<file path="src/rtl/spi_ram_pkg.sv">
// Shared opcodes, FSM state encoding and transmit-burst length for the SPI RAM controller.
package spi_ram_pkg;

  typedef enum logic [1:0] {
    OP_WR_ADDR = 2'b00,
    OP_WR_DATA = 2'b01,
    OP_RD_ADDR = 2'b10,
    OP_RD_DATA = 2'b11
  } opcode_e;

  typedef enum logic {
    IDLE    = 1'b0,
    TX_BUSY = 1'b1
  } state_e;

  localparam int unsigned TX_BEATS = 8;
  localparam int unsigned TX_CNT_W = $clog2(TX_BEATS);

endpackage

</file>
<file path="src/rtl/ram_array.sv">
// Byte-wide storage: one synchronous write port, one registered read port, no reset.
module ram_array #(
  parameter int unsigned MEM_DEPTH = 256,
  parameter int unsigned ADDR_SIZE = 8
) (
  input  logic                 clk,
  input  logic                 we_i,
  input  logic [ADDR_SIZE-1:0] waddr_i,
  input  logic [7:0]           wdata_i,
  input  logic                 re_i,
  input  logic [ADDR_SIZE-1:0] raddr_i,
  output logic [7:0]           rdata_o
);

  logic [7:0] mem_q [MEM_DEPTH];
  logic [7:0] rdata_q;

  always_ff @(posedge clk) begin
    if (we_i) mem_q[waddr_i] <= wdata_i;
    if (re_i) rdata_q <= mem_q[raddr_i];
  end

  assign rdata_o = rdata_q;

endmodule

</file>
<file path="src/rtl/spi_ram_ctrl.sv">
// Decodes 10-bit SPI words into address-load / write / read commands on a byte RAM
// and returns each read byte to the SPI slave as an 8-cycle tx_valid burst.
module spi_ram_ctrl
  import spi_ram_pkg::*;
#(
  parameter int unsigned MEM_DEPTH = 256,
  parameter int unsigned ADDR_SIZE = 8
) (
  input  logic       clk,
  input  logic       rst,
  input  logic [9:0] din,
  input  logic       rx_valid,
  output logic [7:0] dout,
  output logic       tx_valid,
  output logic       cmd_err
);

  localparam logic [TX_CNT_W-1:0] TX_LAST = TX_CNT_W'(TX_BEATS - 1);

  opcode_e              op;
  logic [ADDR_SIZE-1:0] payload_addr;
  logic [ADDR_SIZE-1:0] wr_addr_q, wr_addr_d;
  logic [ADDR_SIZE-1:0] rd_addr_q, rd_addr_d;
  logic                 wr_armed_q, rd_armed_q;
  state_e               state_q;
  logic [TX_CNT_W-1:0]  tx_cnt_q;
  logic                 tx_valid_q, cmd_err_q, dout_live_q;
  logic                 wr_load, rd_load, wr_en, rd_en, wr_rej, rd_rej, rd_ready;
  logic [7:0]           rd_byte;

  assign op           = opcode_e'(din[9:8]);
  assign payload_addr = din[ADDR_SIZE-1:0];
  // The last busy cycle counts as free so back-to-back reads chain without a gap.
  assign rd_ready     = rd_armed_q && (state_q == IDLE || tx_cnt_q == TX_LAST);

  always_comb begin
    wr_load   = 1'b0;
    rd_load   = 1'b0;
    wr_en     = 1'b0;
    rd_en     = 1'b0;
    wr_rej    = 1'b0;
    rd_rej    = 1'b0;
    wr_addr_d = wr_addr_q;
    rd_addr_d = rd_addr_q;
    if (rx_valid) begin
      unique case (op)
        OP_WR_ADDR: begin
          wr_load   = 1'b1;
          wr_addr_d = payload_addr;
        end
        OP_WR_DATA: begin
          if (wr_armed_q) begin
            wr_en     = 1'b1;
            wr_addr_d = wr_addr_q + ADDR_SIZE'(1);
          end else begin
            wr_rej = 1'b1;
          end
        end
        OP_RD_ADDR: begin
          rd_load   = 1'b1;
          rd_addr_d = payload_addr;
        end
        OP_RD_DATA: begin
          if (rd_ready) begin
            rd_en     = 1'b1;
            rd_addr_d = rd_addr_q + ADDR_SIZE'(1);
          end else begin
            rd_rej = 1'b1;
          end
        end
      endcase
    end
  end

  ram_array #(
    .MEM_DEPTH (MEM_DEPTH),
    .ADDR_SIZE (ADDR_SIZE)
  ) u_ram (
    .clk     (clk),
    .we_i    (wr_en),
    .waddr_i (wr_addr_q),
    .wdata_i (din[7:0]),
    .re_i    (rd_en),
    .raddr_i (rd_addr_q),
    .rdata_o (rd_byte)
  );

  always_ff @(posedge clk or posedge rst) begin
    if (rst) begin
      state_q     <= IDLE;
      tx_cnt_q    <= '0;
      tx_valid_q  <= 1'b0;
      cmd_err_q   <= 1'b0;
      dout_live_q <= 1'b0;
      wr_addr_q   <= '0;
      rd_addr_q   <= '0;
      wr_armed_q  <= 1'b0;
      rd_armed_q  <= 1'b0;
    end else begin
      wr_addr_q <= wr_addr_d;
      rd_addr_q <= rd_addr_d;
      cmd_err_q <= wr_rej || rd_rej;
      if (wr_load) wr_armed_q <= 1'b1;
      if (rd_load) rd_armed_q <= 1'b1;
      if (rd_en)   dout_live_q <= 1'b1;
      unique case (state_q)
        IDLE: begin
          if (rd_en) begin
            state_q    <= TX_BUSY;
            tx_valid_q <= 1'b1;
            tx_cnt_q   <= '0;
          end
        end
        TX_BUSY: begin
          if (tx_cnt_q == TX_LAST) begin
            tx_cnt_q <= '0;
            if (!rd_en) begin
              state_q    <= IDLE;
              tx_valid_q <= 1'b0;
            end
          end else begin
            tx_cnt_q <= tx_cnt_q + TX_CNT_W'(1);
          end
        end
      endcase
    end
  end

  // The RAM read register has no reset, so dout is forced to zero until a read lands.
  assign dout     = dout_live_q ? rd_byte : '0;
  assign tx_valid = tx_valid_q;
  assign cmd_err  = cmd_err_q;

endmodule

</file>
<file path="config.mk">
export PLATFORM = sky130hd
export DESIGN_NAME = spi_ram_ctrl
export DESIGN_NICKNAME = d
export VERILOG_FILES = /design/src/rtl/spi_ram_pkg.sv /design/src/rtl/ram_array.sv /design/src/rtl/spi_ram_ctrl.sv
export SDC_FILE = /design/constraint.sdc
export NUM_CORES = 2
export LEC_CHECK = 0
export BUFFER_PORTS_ARGS = -buffer_cell sky130_fd_sc_hd__buf_2
export CAP_MARGIN = 20
export CORE_ASPECT_RATIO = 0.9
export CORE_UTILIZATION = 50
export DETAILED_ROUTE_END_ITERATION = 16
export PLACE_DENSITY = 0.65
export SLEW_MARGIN = 0
export SYNTH_ARGS = -nofsm -noshare
export SYNTH_HDL_FRONTEND = slang
export SYNTH_HIERARCHICAL = 1
export SYNTH_SLANG_ARGS = --single-unit
</file>
<file path="constraint.sdc">
create_clock -name clk -period 5.3 [get_ports clk]
set_input_delay 0.795 -clock clk [delete_from_list [all_inputs] [get_ports clk]]
set_output_delay 0.795 -clock clk [all_outputs]
set_load 0.05 [all_outputs]
</file>
### Yosys cells after proc, flatten, opt, wreduce, memory -nomap -nowiden

Memory sizes are Yosys's and may differ from the RTL's. A register that Yosys moved wholly into a read port is not among the register bits.
Cells that the tools add are included.

* bits in registers: 25
* bits in writable memories: 2048
* output and inout port bits: 10
* memories: 1

Memory list
* u_ram.mem_q: words 256, bits a word 8, rd ports 1, clocked after Yosys merged registers in 1, wr ports 1, line ram_array.sv:15 `logic [7:0] mem_q [MEM_DEPTH];`

* add/subtract/negate cells: 3
* equality and inequality tests: 9
* multiplexer cells: 33
* bitwise gates (word level): 1
* reduce and logical (&&, ||, !) cells: 9

Operators with widths (number)
* 8-bit case mux with 2 select lines: 2
* 8-bit two-way mux: 3
* 1-bit two-way mux: 23
* 8-bit by 1-bit adder with 8-bit output, second input constant: 2
* 3-bit AND reduction: 3
* 2-bit != test, second input constant: 4
* 3-bit two-way mux: 2
* 3-bit case mux with 2 select lines: 1
* 2-bit equality test, second input constant: 2
* 1-bit case mux with 2 select lines: 2
* 2-bit nonzero test: 2
* 3-bit by 1-bit adder with 3-bit output, second input constant: 1
* 3-bit equality test, second input constant: 1
* 2-bit by 1-bit equality test with 1-bit output, second input constant: 1
* 2-bit zero test: 1
* 1-bit logical OR: 2
* 2-bit by 1-bit != test with 1-bit output, second input constant: 1
* 1-bit logical AND: 1
* 1-bit inverter: 1

### Depth between registers and ports, before layout

* word-level depth: 9
* gate-level depth with buffers: 11
* depth with buffers taken out: 7

### Cells and area by module

The synthesis kept the hierarchy.

Modules (own cells, without submodules)
* ram_array: instances 1, cells an instance 3733, area an instance 79636.4 um^2
* spi_ram_ctrl: instances 1, cells an instance 166, area an instance 1510.2 um^2

### Worst setup path after synthesis

No wires, ideal clock.

* path kind: input-to-reg
* start point: input port din[8]
* end point: memory u_ram.mem_q[234][0], enable pin
* arrival time: 2763 ps
* setup slack: 2167 ps
* cell stages on the path: 9
* cell sequence: buf_4 nor2b_2 buf_4 and3_2 clkbuf_1 buf_1 nand3_1 clkbuf_1 nor2_1

* longest elaborated chain between the ends: 5

RTL lines
* from (decl): line spi_ram_ctrl.sv:11 `input logic [9:0] din,`
* 2-bit by 1-bit equality test with 1-bit output: line spi_ram_ctrl.sv:46 `unique case (op)`
* 1-bit two-way mux: line spi_ram_ctrl.sv:46
* 1-bit two-way mux: line spi_ram_ctrl.sv:45 `if (rx_valid) begin`
* via wr_en: line spi_ram_ctrl.sv:28 `logic wr_load, rd_load, wr_en, rd_en, wr_rej, rd_rej, rd_ready;`
* 1-bit two-way mux: line ram_array.sv:19 `if (we_i) mem_q[waddr_i] <= wdata_i;`
* 1-bit two-way mux (implied by the code): line ram_array.sv:19
* to (decl): line ram_array.sv:15

The timed path passes the listed nets, and every way through them passes these cells.

==> implementation parameters <==
Parameter                              Value

Run status
  Result of the run ... finished clean

Worst setup path
  Maximum fanout count along the critical path ... 55
  Kind of critical path ... reg2reg
  Critical R2R Capture ... u_ram/rdata_o[3]$_DFFE_PP_
  Data arrival time of the critical path ... 4.95 ns
  Required time reported for the critical path endpoint ... 5.84 ns
  Crit path to ... u_ram/rdata_o[3]$_DFFE_PP_
  Max stage delay on crit path ... 0.93 ns
  Capturing element type of the critical path ... flop
  Worst setup path startpoint ... rd_addr_q[1]$_DFFE_PP0P_
  Worst setup SP type ... flop
  Crit-path cells ... buf_12, mux4_2, a22o_1, a221oi_1, o221ai_1, a211oi_1, nor4_1
  Combined buffer and inverter count along the critical path ... 1
  Worst R2R Path Depth ... 7
  Worst reg-to-reg setup slack ... 0.89 ns
  Worst-path cell with the longest stage delay ... dfrtp_4
  Delay-heaviest family, CP ... compound AO/OA/AOI/OAI gates
  Reg-to-Reg Start ... rd_addr_q[1]$_DFFE_PP0P_
  Depth of the critical timing path with buffers and inverters included ... 7

Die
  Std-Cell Rows ... 139
  Overall die height ... 384.2 um
  Area inside the core boundary ... 0.1604 mm^2
  Die width ... 426.6 um
  Number of placed I/O pins ... 23
  Total die area ... 0.1639 mm^2
  Initial Util ... 50.61%

Logic synthesis
  Most frequently used flop master after synthesis ... edfxtp_1
  Number of enable-type register cells in the synthesized netlist ... 2056
  Synthesized instance count ... 3899
  Post-synthesis share of cell area spent on full adders, half adders and majority gates ... 0.06168%
  Mean cell area of the mapped netlist ... 20.81 um^2
  Proportion of synthesized flip-flops having asynchronous set or reset ... 1.201%
  Synth Area in XOR/XNOR ... 0%
  Post-synthesis cell type count ... 80
  Most frequently used cell type in the post-synthesis netlist ... edfxtp_1
  Multiplexer fraction of the synthesized cell area ... 14.34%
  Area of the mapped netlist ... 0.08115 mm^2
  Share of the synthesized area in compound gates (AO/OA/AOI/OAI) ... 3.844%
  Synth top area cells ... edfxtp_1, mux4_2, mux2i_1
  Combinational family with the most area after synthesis ... multiplexers
  Synth Area in Simple Gates ... 2.982%
  Syn. warnings ... 6
  Sequential cell area fraction in the yosys report ... 76.85%
  Yosys reg bits ... 2081
  Ranking of synthesized cells by instance count ... edfxtp_1, mux4_2, nor2_1
  Area leader, netlist ... edfxtp_1
  Synthesized Nets ... 3916
  Share of the synthesized area in the top cell type ... 76.08%

Final layout
  Area Overhead vs Synth ... 10.69%
  Final net count ... 4018
  Final cell area excluding filler cells ... 0.08982 mm^2
  Filler cell count ... 11830
  Final non-filler cell total ... 6274
  Proportion of layout cells with a drive suffix above 1 ... 21.60%

STA
  Share of the cycle needed by the critical path after routing ... 83.14%
  Final Hold Viols ... 0
  Max-slew headroom at the worst pin ... 18.45%
  Worst Skew ... 0.04070 ns
  Unrepaired setup endpoints after global routing ... no
  Top achievable clock speed ... 0.2269 GHz
  Pins over their slew limit ... 0
  Final min period ... 4.407 ns
  Actual slew at the worst max-slew pin ... 1.212 ns
  Setup violators final ... 0
  Setup TNS after final layout ... 0 ns

Global route
  Final global-route overflow total ... 0
  Via count of the first global-routing pass ... 39640
  Pin count of the biggest net entering global routing ... 139
  First-pass GRT wire length ... 289000 um
  Initial antenna violation count ... 6
  GR Util All Layers ... 24.84%

Place
  Number of cells in the design after placement ... 5915
  Final HPWL DP ... 125000 um
  Input/output buffers ... 22
  Cell area after placement ... 0.08370 mm^2
  Final RePlAce weighted congestion ... 0.9065

Power
  Sw Pwr ... 12.28 mW
  Int Power ... 29.78 mW
  Overall power ... 42.07 mW
  Power Dens Cells ... 468.3 mW/mm^2
  Worst VDD drop ... 0.3532 mV
  Leakage ... 27.68 nW
  Proportion of power drawn by combinational gates ... 24.0%
  Switching share of power ... 29.20%
  Part of the total power dissipated in the clock network ... 31.9%
  Share of power burned in registers ... 44.1%

Drt
  Detailed-router iteration count before antenna repair ... 8
  Wirelength per Cell ... 32.11 um
  WL final ... 201400 um
  Met1 Wirelength ... 82070 um
  Sum of met3 wire segment lengths after detailed routing ... 20540 um
  Routed Antenna Nets ... 0
  Met2 WL ... 92450 um
  Via density ... 6.412
  Post-route DRC ... 0
  Iteration-0 DRC Markers ... 5481
  Top layer used by detailed routing ... met5
  Vias after detailed routing ... 40230

Clock network
  CTS Sinks ... 2081
  Clock Latency Late Sink ... 0.84 ns
  Clock-pin slew reported for the worst setup and hold paths after clock tree synthesis ... 0.06 ns
  Root cell of the clock tree ... clkbuf_16
  Deepest level of the CTS H-tree ... 4
  # Post-CTS Setup Buffers ... 0
  Number of buffers created by CTS ... 195
  TritonCTS clock tree ... built
  Number of buffers between clock root and the deepest sink ... 3

Min path
  Path type of the worst min-delay path ... in2reg

Run
  Maxcap violations ... 0
[power groups by stage]
stage | registers (mW) | clock network [mW] | logic, mW
2_1_floorplan | 18.6 | 0 | 6.89
3_3_place_gp | 18.9 | 0 | 9.97
3_5_place_dp | 18.9 | 0 | 10.0
4_1_cts | 18.5 | 13.6 | 10.0
5_1_grt | 18.5 | 14.2 | 10.5
6_report | 18.6 | 13.4 | 10.1
[layout make-up]
cell class	count	area [um^2]	share of cell area (%)
flip-flops and latches	2081	62380	69.45
multi-input cells	1567	17290	19.25
clock buffers	265	5279	5.877
well taps	2115	2646	2.946
repair buffers	146	1401	1.560
clock inverters	89	789.5	0.8790
inverters	10	37.54	0.04179
diodes	1	2.502	0.002786
[layout by cell type, fill, tap and decap left out, types with 8 or more instances in the layout]
cell,instances
edfxtp_1,2056
o211ai_1,10
nand2b_1,12
clkbuf_16,200
nor2b_1,28
nand2_1,52
buf_12,19
a21oi_1,114
o21ai_1,9
dfrtp_1,20
a22o_1,8
buf_4,97
buf_2,15
inv_1,8
nor2_1,285
clkbuf_1,62
mux4_2,454
bufinv_16,11
nand3_1,42
a221oi_1,13
a211oi_1,16
clkinv_1,39
nor4_1,22
o221ai_1,46
clkinv_2,26
o22ai_1,31
and2_1,15
nor3_1,24
mux2i_1,135
o21ai_0,19
nand4_1,11
a22oi_1,133
[worst min path at each step]
| stage | from | end | slack [ns] | cells after the start |
|---|---|---|---|---|
| 4_1_cts | rx_valid | rd_armed_q$_DFFE_PP0P_ | 0.28 | 3 |
| 6_report | rx_valid | rd_armed_q$_DFFE_PP0P_ | 0.33 | 3 |
| 2_1_floorplan | tx_cnt_q[0]$_DFFE_PP0P_ | tx_cnt_q[0]$_DFFE_PP0P_ | 0.47 | 1 |
| 3_3_place_gp | tx_cnt_q[0]$_DFFE_PP0P_ | tx_cnt_q[0]$_DFFE_PP0P_ | 0.49 | 1 |
| 5_1_grt | rx_valid | rd_armed_q$_DFFE_PP0P_ | 0.33 | 3 |
| 3_5_place_dp | tx_cnt_q[0]$_DFFE_PP0P_ | tx_cnt_q[0]$_DFFE_PP0P_ | 0.51 | 1 |
[logic make-up after synthesis]
kind of cell | Yosys count
AO/OA/AOI/OAI | 445
flip-flops | 2081
AND/OR/NAND/NOR | 526
adder cells (fa/ha/maj) | 4
buffers and inverters | 251
multiplexers | 592
[registers in the layout, indices dropped and copies added (netlist names), 3 cells and up]
signal / count
rd_addr_q: 8
wr_addr_q: 8
u_ram/mem_q: 2048
u_ram/rdata_o: 8
tx_cnt_q: 3
[metrics by stage]
step / worst slack, ns / hold WS, ns / utilization (%)
2_1_floorplan: 2.167 / 0.4681 / -
3_3_place_gp: 1.220 / 0.4915 / 52.16
3_5_place_dp: 1.182 / 0.5055 / 52.20
4_1_cts: 1.183 / 0.2836 / 55.99
5_1_grt: 1.042 / 0.3288 / 56.02
6_report: 0.8934 / 0.3342 / 56.02
[what timing repair did]
item / in CTS / in global routing
hold buffers: 1 / 0
endpoints found under the hold margin: 1 / 0
resized for setup: 0 / 0
[worst min-delay path: cells and delay by family]
family / cells / cell delay, ns
simple gates: 1 / 0.11
buf+inv: 1 / 0.16
compound gates: 1 / 0.06
[layer usage]
layer | vias to the layer above | global-route usage (%)
li1 | 16510 | -
met1 | 21370 | 36.50
met2 | 2035 | 36.84
met3 | 312 | 6.141
met4 | 4 | 7.837
met5 | - | 0
No activity file was read; power rests on OpenSTA's default activity.
